--- src/rtl/ahb_dec_pkg.sv ---
// rtl/ahb_dec_pkg.sv - shared encodings, slot indices and FSM states for the AHB slave decoder
package ahb_dec_pkg;

    localparam logic [1:0] HTRANS_IDLE   = 2'b00;
    localparam logic [1:0] HTRANS_BUSY   = 2'b01;
    localparam logic [1:0] HTRANS_NONSEQ = 2'b10;
    localparam logic [1:0] HTRANS_SEQ    = 2'b11;

    localparam logic [1:0] HRESP_OKAY  = 2'b00;
    localparam logic [1:0] HRESP_ERROR = 2'b01;

    localparam logic [1:0] SLV_S0 = 2'd0;
    localparam logic [1:0] SLV_S1 = 2'd1;
    localparam logic [1:0] SLV_S2 = 2'd2;
    localparam logic [1:0] SLV_S3 = 2'd3;

    typedef enum logic [1:0] {
        IDLE,
        DATA,
        TOERR1,
        TOERR2
    } dec_state_t;

    function automatic logic is_xfer(input logic [1:0] htrans);
        return (htrans == HTRANS_NONSEQ) || (htrans == HTRANS_SEQ);
    endfunction

endpackage

--- src/rtl/ahb_slv_dec_if.sv ---
// rtl/ahb_slv_dec_if.sv - AHB-Lite bus bundle between master, decoder and slots s0-s3
interface ahb_slv_dec_if;

    logic [31:0] haddr;
    logic [1:0]  htrans;

    logic        hsel_s0;
    logic        hsel_s1;
    logic        hsel_s2;
    logic        hsel_s3;

    logic [31:0] hrdata_s0;
    logic [31:0] hrdata_s1;
    logic [31:0] hrdata_s2;
    logic [31:0] hrdata_s3;
    logic        hready_s0;
    logic        hready_s1;
    logic        hready_s2;
    logic        hready_s3;
    logic [1:0]  hresp_s0;
    logic [1:0]  hresp_s1;
    logic [1:0]  hresp_s2;
    logic [1:0]  hresp_s3;

    logic [31:0] hrdata;
    logic        hready;
    logic [1:0]  hresp;

    modport slave (
        input  haddr, htrans,
        input  hrdata_s0, hrdata_s1, hrdata_s2, hrdata_s3,
        input  hready_s0, hready_s1, hready_s2, hready_s3,
        input  hresp_s0, hresp_s1, hresp_s2, hresp_s3,
        output hsel_s0, hsel_s1, hsel_s2, hsel_s3,
        output hrdata, hready, hresp
    );

    modport master (
        output haddr, htrans,
        output hrdata_s0, hrdata_s1, hrdata_s2, hrdata_s3,
        output hready_s0, hready_s1, hready_s2, hready_s3,
        output hresp_s0, hresp_s1, hresp_s2, hresp_s3,
        input  hsel_s0, hsel_s1, hsel_s2, hsel_s3,
        input  hrdata, hready, hresp
    );

endinterface

--- src/rtl/ahb_dec_wdog.sv ---
// rtl/ahb_dec_wdog.sv - data-phase wait counter; expire marks the last tolerated wait cycle
module ahb_dec_wdog #(
    parameter int TIMEOUT = 256
) (
    input  logic pll_core_cpuclk,
    input  logic pad_cpu_rst_b,
    input  logic clr,
    input  logic inc,
    output logic expire
);

    localparam int CNT_W = $clog2(TIMEOUT) + 1;

    logic [CNT_W-1:0] cnt;

    always_ff @(posedge pll_core_cpuclk or negedge pad_cpu_rst_b) begin
        if (!pad_cpu_rst_b) begin
            cnt <= '0;
        end else if (clr) begin
            cnt <= '0;
        end else if (inc) begin
            cnt <= cnt + 1'b1;
        end
    end

    // Only a wait cycle can expire, so a slave raising hready at the limit wins.
    assign expire = inc && (cnt == CNT_W'(TIMEOUT - 1));

endmodule

--- src/rtl/ahb_slv_dec.sv ---
// rtl/ahb_slv_dec.sv - AHB-Lite address decoder, response mux and data-phase watchdog
module ahb_slv_dec
    import ahb_dec_pkg::*;
#(
    parameter int         TIMEOUT   = 256,
    parameter logic [3:0] S0_REGION = 4'h0,
    parameter logic [3:0] S1_REGION = 4'h2,
    parameter logic [3:0] S2_REGION = 4'h4
) (
    input  logic         pll_core_cpuclk,
    input  logic         pad_cpu_rst_b,
    ahb_slv_dec_if.slave bus,
    output logic         timeout_irq,
    output logic [1:0]   timeout_slv
);

    dec_state_t  state;
    dec_state_t  state_nxt;
    logic [1:0]  dec_idx;
    logic [1:0]  dsel;
    logic        dact;
    logic        xfer;

    logic [31:0] s_rdata;
    logic        s_ready;
    logic [1:0]  s_resp;

    logic [31:0] hrdata_int;
    logic        hready_int;
    logic [1:0]  hresp_int;

    logic        wd_clr;
    logic        wd_inc;
    logic        wd_expire;

    logic        unused_haddr;

    assign unused_haddr = ^bus.haddr[27:0];
    assign xfer         = is_xfer(bus.htrans);

    always_comb begin
        dec_idx = SLV_S3;
        if (bus.haddr[31:28] == S0_REGION) begin
            dec_idx = SLV_S0;
        end else if (bus.haddr[31:28] == S1_REGION) begin
            dec_idx = SLV_S1;
        end else if (bus.haddr[31:28] == S2_REGION) begin
            dec_idx = SLV_S2;
        end
    end

    assign bus.hsel_s0 = (dec_idx == SLV_S0);
    assign bus.hsel_s1 = (dec_idx == SLV_S1);
    assign bus.hsel_s2 = (dec_idx == SLV_S2);
    assign bus.hsel_s3 = (dec_idx == SLV_S3);

    // Response select follows the registered data-phase owner, never haddr.
    always_comb begin
        s_rdata = bus.hrdata_s0;
        s_ready = bus.hready_s0;
        s_resp  = bus.hresp_s0;
        case (dsel)
            SLV_S1: begin
                s_rdata = bus.hrdata_s1;
                s_ready = bus.hready_s1;
                s_resp  = bus.hresp_s1;
            end
            SLV_S2: begin
                s_rdata = bus.hrdata_s2;
                s_ready = bus.hready_s2;
                s_resp  = bus.hresp_s2;
            end
            SLV_S3: begin
                s_rdata = bus.hrdata_s3;
                s_ready = bus.hready_s3;
                s_resp  = bus.hresp_s3;
            end
            default: ;
        endcase
    end

    assign wd_inc = (state == DATA) && dact && !s_ready;
    assign wd_clr = (state != DATA) || s_ready;

    ahb_dec_wdog #(
        .TIMEOUT (TIMEOUT)
    ) u_wdog (
        .pll_core_cpuclk (pll_core_cpuclk),
        .pad_cpu_rst_b   (pad_cpu_rst_b),
        .clr             (wd_clr),
        .inc             (wd_inc),
        .expire          (wd_expire)
    );

    always_comb begin
        state_nxt   = state;
        hready_int  = 1'b1;
        hresp_int   = HRESP_OKAY;
        hrdata_int  = '0;
        timeout_irq = 1'b0;
        case (state)
            IDLE: begin
                if (xfer) state_nxt = DATA;
            end
            DATA: begin
                hready_int = s_ready;
                hresp_int  = s_resp;
                hrdata_int = s_rdata;
                if (s_ready) begin
                    state_nxt = xfer ? DATA : IDLE;
                end else if (wd_expire) begin
                    state_nxt = TOERR1;
                end
            end
            TOERR1: begin
                hready_int  = 1'b0;
                hresp_int   = HRESP_ERROR;
                timeout_irq = 1'b1;
                state_nxt   = TOERR2;
            end
            TOERR2: begin
                hresp_int = HRESP_ERROR;
                state_nxt = xfer ? DATA : IDLE;
            end
            default: state_nxt = IDLE;
        endcase
    end

    assign bus.hready = hready_int;
    assign bus.hresp  = hresp_int;
    assign bus.hrdata = hrdata_int;

    always_ff @(posedge pll_core_cpuclk or negedge pad_cpu_rst_b) begin
        if (!pad_cpu_rst_b) begin
            state       <= IDLE;
            dsel        <= SLV_S0;
            dact        <= 1'b0;
            timeout_slv <= SLV_S0;
        end else begin
            state <= state_nxt;
            if (hready_int) begin
                dsel <= dec_idx;
                dact <= xfer;
            end
            if (state == TOERR1) begin
                timeout_slv <= dsel;
            end
        end
    end

endmodule

--- src/flat_wrapper.sv ---
// flat-port wrapper written by rule: the top's interface ports become plain ports
module ahb_slv_dec_flat import ahb_dec_pkg::*;
#(
    parameter int         TIMEOUT   = 256,
    parameter logic [3:0] S0_REGION = 4'h0,
    parameter logic [3:0] S1_REGION = 4'h2,
    parameter logic [3:0] S2_REGION = 4'h4
)
  (pll_core_cpuclk, pad_cpu_rst_b, timeout_irq, timeout_slv, bus_haddr, bus_htrans, bus_hrdata_s0, bus_hrdata_s1, bus_hrdata_s2, bus_hrdata_s3, bus_hready_s0, bus_hready_s1, bus_hready_s2, bus_hready_s3, bus_hresp_s0, bus_hresp_s1, bus_hresp_s2, bus_hresp_s3, bus_hsel_s0, bus_hsel_s1, bus_hsel_s2, bus_hsel_s3, bus_hrdata, bus_hready, bus_hresp);
  ahb_slv_dec_if bus_i ();
  input  logic pll_core_cpuclk;
  input  logic pad_cpu_rst_b;
  output logic timeout_irq;
  output logic [1:0] timeout_slv;
  input wire logic [$bits(bus_i.haddr)-1:0] bus_haddr;
  input wire logic [$bits(bus_i.htrans)-1:0] bus_htrans;
  input wire logic [$bits(bus_i.hrdata_s0)-1:0] bus_hrdata_s0;
  input wire logic [$bits(bus_i.hrdata_s1)-1:0] bus_hrdata_s1;
  input wire logic [$bits(bus_i.hrdata_s2)-1:0] bus_hrdata_s2;
  input wire logic [$bits(bus_i.hrdata_s3)-1:0] bus_hrdata_s3;
  input wire logic [$bits(bus_i.hready_s0)-1:0] bus_hready_s0;
  input wire logic [$bits(bus_i.hready_s1)-1:0] bus_hready_s1;
  input wire logic [$bits(bus_i.hready_s2)-1:0] bus_hready_s2;
  input wire logic [$bits(bus_i.hready_s3)-1:0] bus_hready_s3;
  input wire logic [$bits(bus_i.hresp_s0)-1:0] bus_hresp_s0;
  input wire logic [$bits(bus_i.hresp_s1)-1:0] bus_hresp_s1;
  input wire logic [$bits(bus_i.hresp_s2)-1:0] bus_hresp_s2;
  input wire logic [$bits(bus_i.hresp_s3)-1:0] bus_hresp_s3;
  output wire logic [$bits(bus_i.hsel_s0)-1:0] bus_hsel_s0;
  output wire logic [$bits(bus_i.hsel_s1)-1:0] bus_hsel_s1;
  output wire logic [$bits(bus_i.hsel_s2)-1:0] bus_hsel_s2;
  output wire logic [$bits(bus_i.hsel_s3)-1:0] bus_hsel_s3;
  output wire logic [$bits(bus_i.hrdata)-1:0] bus_hrdata;
  output wire logic [$bits(bus_i.hready)-1:0] bus_hready;
  output wire logic [$bits(bus_i.hresp)-1:0] bus_hresp;
  assign bus_i.haddr = bus_haddr;
  assign bus_i.htrans = bus_htrans;
  assign bus_i.hrdata_s0 = bus_hrdata_s0;
  assign bus_i.hrdata_s1 = bus_hrdata_s1;
  assign bus_i.hrdata_s2 = bus_hrdata_s2;
  assign bus_i.hrdata_s3 = bus_hrdata_s3;
  assign bus_i.hready_s0 = bus_hready_s0;
  assign bus_i.hready_s1 = bus_hready_s1;
  assign bus_i.hready_s2 = bus_hready_s2;
  assign bus_i.hready_s3 = bus_hready_s3;
  assign bus_i.hresp_s0 = bus_hresp_s0;
  assign bus_i.hresp_s1 = bus_hresp_s1;
  assign bus_i.hresp_s2 = bus_hresp_s2;
  assign bus_i.hresp_s3 = bus_hresp_s3;
  assign bus_hsel_s0 = bus_i.hsel_s0;
  assign bus_hsel_s1 = bus_i.hsel_s1;
  assign bus_hsel_s2 = bus_i.hsel_s2;
  assign bus_hsel_s3 = bus_i.hsel_s3;
  assign bus_hrdata = bus_i.hrdata;
  assign bus_hready = bus_i.hready;
  assign bus_hresp = bus_i.hresp;
  ahb_slv_dec #(.TIMEOUT(TIMEOUT), .S0_REGION(S0_REGION), .S1_REGION(S1_REGION), .S2_REGION(S2_REGION)) u_core (.pll_core_cpuclk(pll_core_cpuclk), .pad_cpu_rst_b(pad_cpu_rst_b), .bus(bus_i), .timeout_irq(timeout_irq), .timeout_slv(timeout_slv));
endmodule
--- config.mk ---
export PLATFORM = sky130hd
export DESIGN_NAME = ahb_slv_dec_flat
export DESIGN_NICKNAME = d
export VERILOG_FILES = /design/src/rtl/ahb_dec_pkg.sv /design/src/rtl/ahb_slv_dec_if.sv /design/src/rtl/ahb_dec_wdog.sv /design/src/rtl/ahb_slv_dec.sv /design/src/flat_wrapper.sv
export SDC_FILE = /design/constraint.sdc
export NUM_CORES = 1
export LEC_CHECK = 0
export BUFFER_PORTS_ARGS = -buffer_cell sky130_fd_sc_hd__clkbuf_2
export CAP_MARGIN = 20
export CELL_PAD_IN_SITES_DETAIL_PLACEMENT = 0
export CELL_PAD_IN_SITES_GLOBAL_PLACEMENT = 2
export CORE_MARGIN = 3
export CORE_UTILIZATION = 15
export CTS_CLUSTER_DIAMETER = 120
export CTS_CLUSTER_SIZE = 14
export DETAILED_ROUTE_END_ITERATION = 6
export MAX_ROUTING_LAYER = met4
export PLACE_DENSITY_LB_ADDON = 0.1
export SLEW_MARGIN = 20
export SYNTH_ARGS = -nofsm -noshare
export SYNTH_HDL_FRONTEND = slang
export SYNTH_HIERARCHICAL = 1
export SYNTH_SLANG_ARGS = --single-unit
--- constraint.sdc ---
create_clock -name pll_core_cpuclk -period 1.8 [get_ports pll_core_cpuclk]
set_clock_uncertainty 0.05 [all_clocks]
set_input_delay 0.18 -clock pll_core_cpuclk [delete_from_list [all_inputs] [get_ports pll_core_cpuclk]]
set_output_delay 0.18 -clock pll_core_cpuclk [all_outputs]
set_load 0.01 [all_outputs]
==> results.sh <==
export IMPL_status="finished with violations"
export IMPL_violations="negative setup slack"
export IMPL_clk_pin_slew_ns=0.05
export IMPL_syn_cell_area_sq_um=1923
export IMPL_rsz0062_at_grt="yes"
export IMPL_fp_dieH_microns=119.2
export IMPL_grt_max_degree=34
export IMPL_finalCriticalPeriod_ns=1.951
export IMPL_design_area_sq_um=3468
export IMPL_drv_slew=0
export IMPL_multi_input_area_sq_um=1449
export IMPL_h_tree_depth=1
export IMPL_syn_nets=338
export IMPL_n_antenna_cell=0
export IMPL_antenna_found_initial=0
export IMPL_dr_pass1_iters=4
export IMPL_clock_sinks=16
export IMPL_drv_cap=0
export IMPL_first_global_vias=2161
export IMPL_io_pins=218
export IMPL_clock_latency_ns=0.25
export IMPL_ys_types=33
export IMPL_p_leak_nw=1.754
export IMPL_grtUsageTotal_pct=11.85
export IMPL_power_density_nw_per_um2=525.7
export IMPL_relSlewSlack_pct=71.97
export IMPL_synth_warnings=6
export IMPL_row_count=40
export IMPL_crit_chain="buf_12, buf_16, mux4_2, nor2b_1, clkbuf_2"
export IMPL_drtIter0Drc=50
export IMPL_syn_avg_cell_area_sq_um=12.02
export IMPL_finalSetupViolCount=44
export IMPL_crit_slowest_cell="mux4_2"
export IMPL_cts_tree="built"
export IMPL_place_congestion=0.7418
export IMPL_ys_ff_latch=16
export IMPL_r2r_start="u_core/dsel[0]$_DFFE_PN0P_"
export IMPL_cp_start_kind="flop"
export IMPL_end_kind="output pin"
export IMPL_final_util_pct=28.29
export IMPL_area_growth_synth_to_final_pct=80.35
export IMPL_dpl_cell_count=519
export IMPL_syn_inst=160
export IMPL_crit_type="reg2out"
export IMPL_dp_slack_ns=0.003797
export IMPL_cp_required_ns=1.57
export IMPL_finalHoldViolCount=0
export IMPL_yosysSeqAreaShare_pct=20.82
export IMPL_grt_pass1_wl_mm=12.82
export IMPL_cp_top_family="multiplexers"
export IMPL_hp_class="in2reg"
export IMPL_portBuffers=188
export IMPL_power_total_mw=1.823
export IMPL_die_area_sq_um=14220
export IMPL_core_area_sq_um=12260
export IMPL_worst_path_max_fanout=6
export IMPL_placed_area_sq_um=3158
export IMPL_slowest_delay_ns=0.48
export IMPL_ff_latch_area_sq_um=402.9
export IMPL_timing_final_crit_share_pct=108.4
export IMPL_antenna_left=0
export IMPL_globalRouteOverflowTotal=0
export IMPL_critPathLaunch="u_core/dsel[0]$_DFFE_PN0P_"
export IMPL_wl_per_cell_microns=16.21
export IMPL_clock_path_buffers=2
export IMPL_avgViaCountPerCell=4.041
export IMPL_crit_arrival_ns=1.72
export IMPL_fin_cells=536
export IMPL_cts_root_buf="clkbuf_16"
export IMPL_start_util_pct=15.68
export IMPL_dr_total_vias=2166
export IMPL_ir_drop_v=0.0004175
export IMPL_fin_hold_ws_ns=0.1372
export IMPL_drc=0
export IMPL_cts_buffers=3
export IMPL_dieWidth_microns=119.2
export IMPL_min_from="bus_htrans[1]"
export IMPL_max_freq_mhz=512.5
export IMPL_setup_tns_ns=-4.309
export IMPL_worst_pin_slew_ns=0.4204
export IMPL_path_buf_inv=3
export IMPL_drive_gt1_share_pct=72.83
export IMPL_hpwl_mm=7.151
export IMPL_fill_cells=1320
export IMPL_drt_wl_total_mm=8.688
export IMPL_final_nets=547
export IMPL_setup_ws_ns=-0.1511
[timing repair]
action,4_1_cts,5_1_grt
hold buffers,1,0
setup endpoints to repair,36,45
resized for setup,6,13
gates cloned,3,0
endpoints found under the hold margin,16,0
pin swaps,3,4
setup buffers,5,4
[cell type report]
| cell class | count | share of cell area [%] |
|---|---|---|
| repair buffers | 218 | 37.77 |
| multi-input cells | 128 | 41.77 |
| well taps | 168 | 6.061 |
| clock buffers | 4 | 2.561 |
| flip-flops and latches | 16 | 11.62 |
| inverters | 2 | 0.2164 |
[cell usage in the layout, fill, tap and decap left out, types with 3 or more instances in the layout]
| cell type | n |
|---|---|
| and2_1 | 3 |
| clkbuf_2 | 184 |
| mux4_2 | 34 |
| buf_16 | 3 |
| buf_12 | 4 |
| o21ai_0 | 3 |
| clkbuf_16 | 3 |
| nand4_1 | 3 |
| or3_1 | 3 |
| mux2i_1 | 4 |
| nand3_1 | 3 |
| xor2_1 | 3 |
| a21oi_1 | 3 |
| nor2b_1 | 35 |
| dfrtp_1 | 14 |
| nor2_1 | 10 |
| buf_4 | 17 |
| buf_6 | 7 |
[where the power goes]
group | internal, mW | switching [mW]
Combinational | 0.565 | 0.385
Sequential | 0.375 | 0.0158
Clock | 0.338 | 0.144
Total | 1.28 | 0.545
[per-layer routing]
| metal | up-vias | global-route usage [%] | part of all wire, % |
|---|---|---|---|
| met5 | - | - | 0 |
| met4 | 0 | 2.390 | 1.3 |
| met3 | 8 | 2.564 | 8.1 |
| met2 | 108 | 21.37 | 52 |
| met1 | 1013 | 13.52 | 39 |
| li1 | 1037 | - | - |
[final timing paths]
check,to,slack [ns],cells past startpoint
setup / recovery,bus_hrdata[11],-0.15,5
hold reg to reg,u_core/timeout_slv[0]$_DFFE_PN0P_,0.43,1
hold / removal,u_core/dact$_DFFE_PN0P_,0.14,2
setup reg to reg,flop,-0.06,9
min in group asynchronous,u_core/timeout_slv[1]$_DFFE_PN0P_,0.34,2
max in group asynchronous,u_core/dsel[0]$_DFFE_PN0P_,1.04,2
[cell families after synthesis]
family | count (synthesis) | synth area share, %
XOR/XNOR | 4 | 1.822
AND/OR/NAND/NOR | 66 | 20.62
buffers and inverters | 16 | 5.205
adder cells (fa/ha/maj) | 2 | 1.301
AO/OA/AOI/OAI | 14 | 5.660
flip-flops | 16 | 20.82
multiplexers | 42 | 44.57
[registers in the layout, indices dropped and copies added (netlist names), named ones only]
signal and cells:
u_core/dact 1, u_core/u_wdog/cnt 9, u_core/dsel 2, u_core/timeout_slv 2, u_core/state 1
[synthesized netlist by cell type]
cell type | number | area (sq um)
mux2i_2 | 1 | 13.76
ha_1 | 2 | 25.02
and2b_1 | 1 | 7.510
or3_1 | 4 | 25.02
a21o_1 | 1 | 7.510
o21ai_0 | 3 | 15.01
mux2_1 | 2 | 22.52
mux2_4 | 1 | 15.01
or2b_1 | 1 | 7.510
a21oi_1 | 5 | 25.02
mux4_2 | 34 | 765.7
a22oi_2 | 1 | 12.51
and3b_1 | 1 | 8.760
nand3_1 | 3 | 15.01
a211oi_1 | 3 | 22.52
inv_1 | 2 | 7.510
nor3b_2 | 1 | 12.51
nand2_1 | 1 | 3.750
buf_6 | 4 | 45.04
nor3_1 | 2 | 10.01
buf_4 | 1 | 7.510
nor2_1 | 10 | 37.54
nor2b_1 | 35 | 219.0
dfrtp_1 | 16 | 400.4
xor2_1 | 3 | 26.28
xnor2_1 | 1 | 8.760
and2_1 | 3 | 18.77
a221oi_4 | 1 | 26.28
mux2i_1 | 4 | 40.04
clkbuf_1 | 4 | 15.01
buf_2 | 5 | 25.02
nand4_1 | 3 | 18.77
nand4_2 | 1 | 12.51
Power figures use the tool's default switching activity.
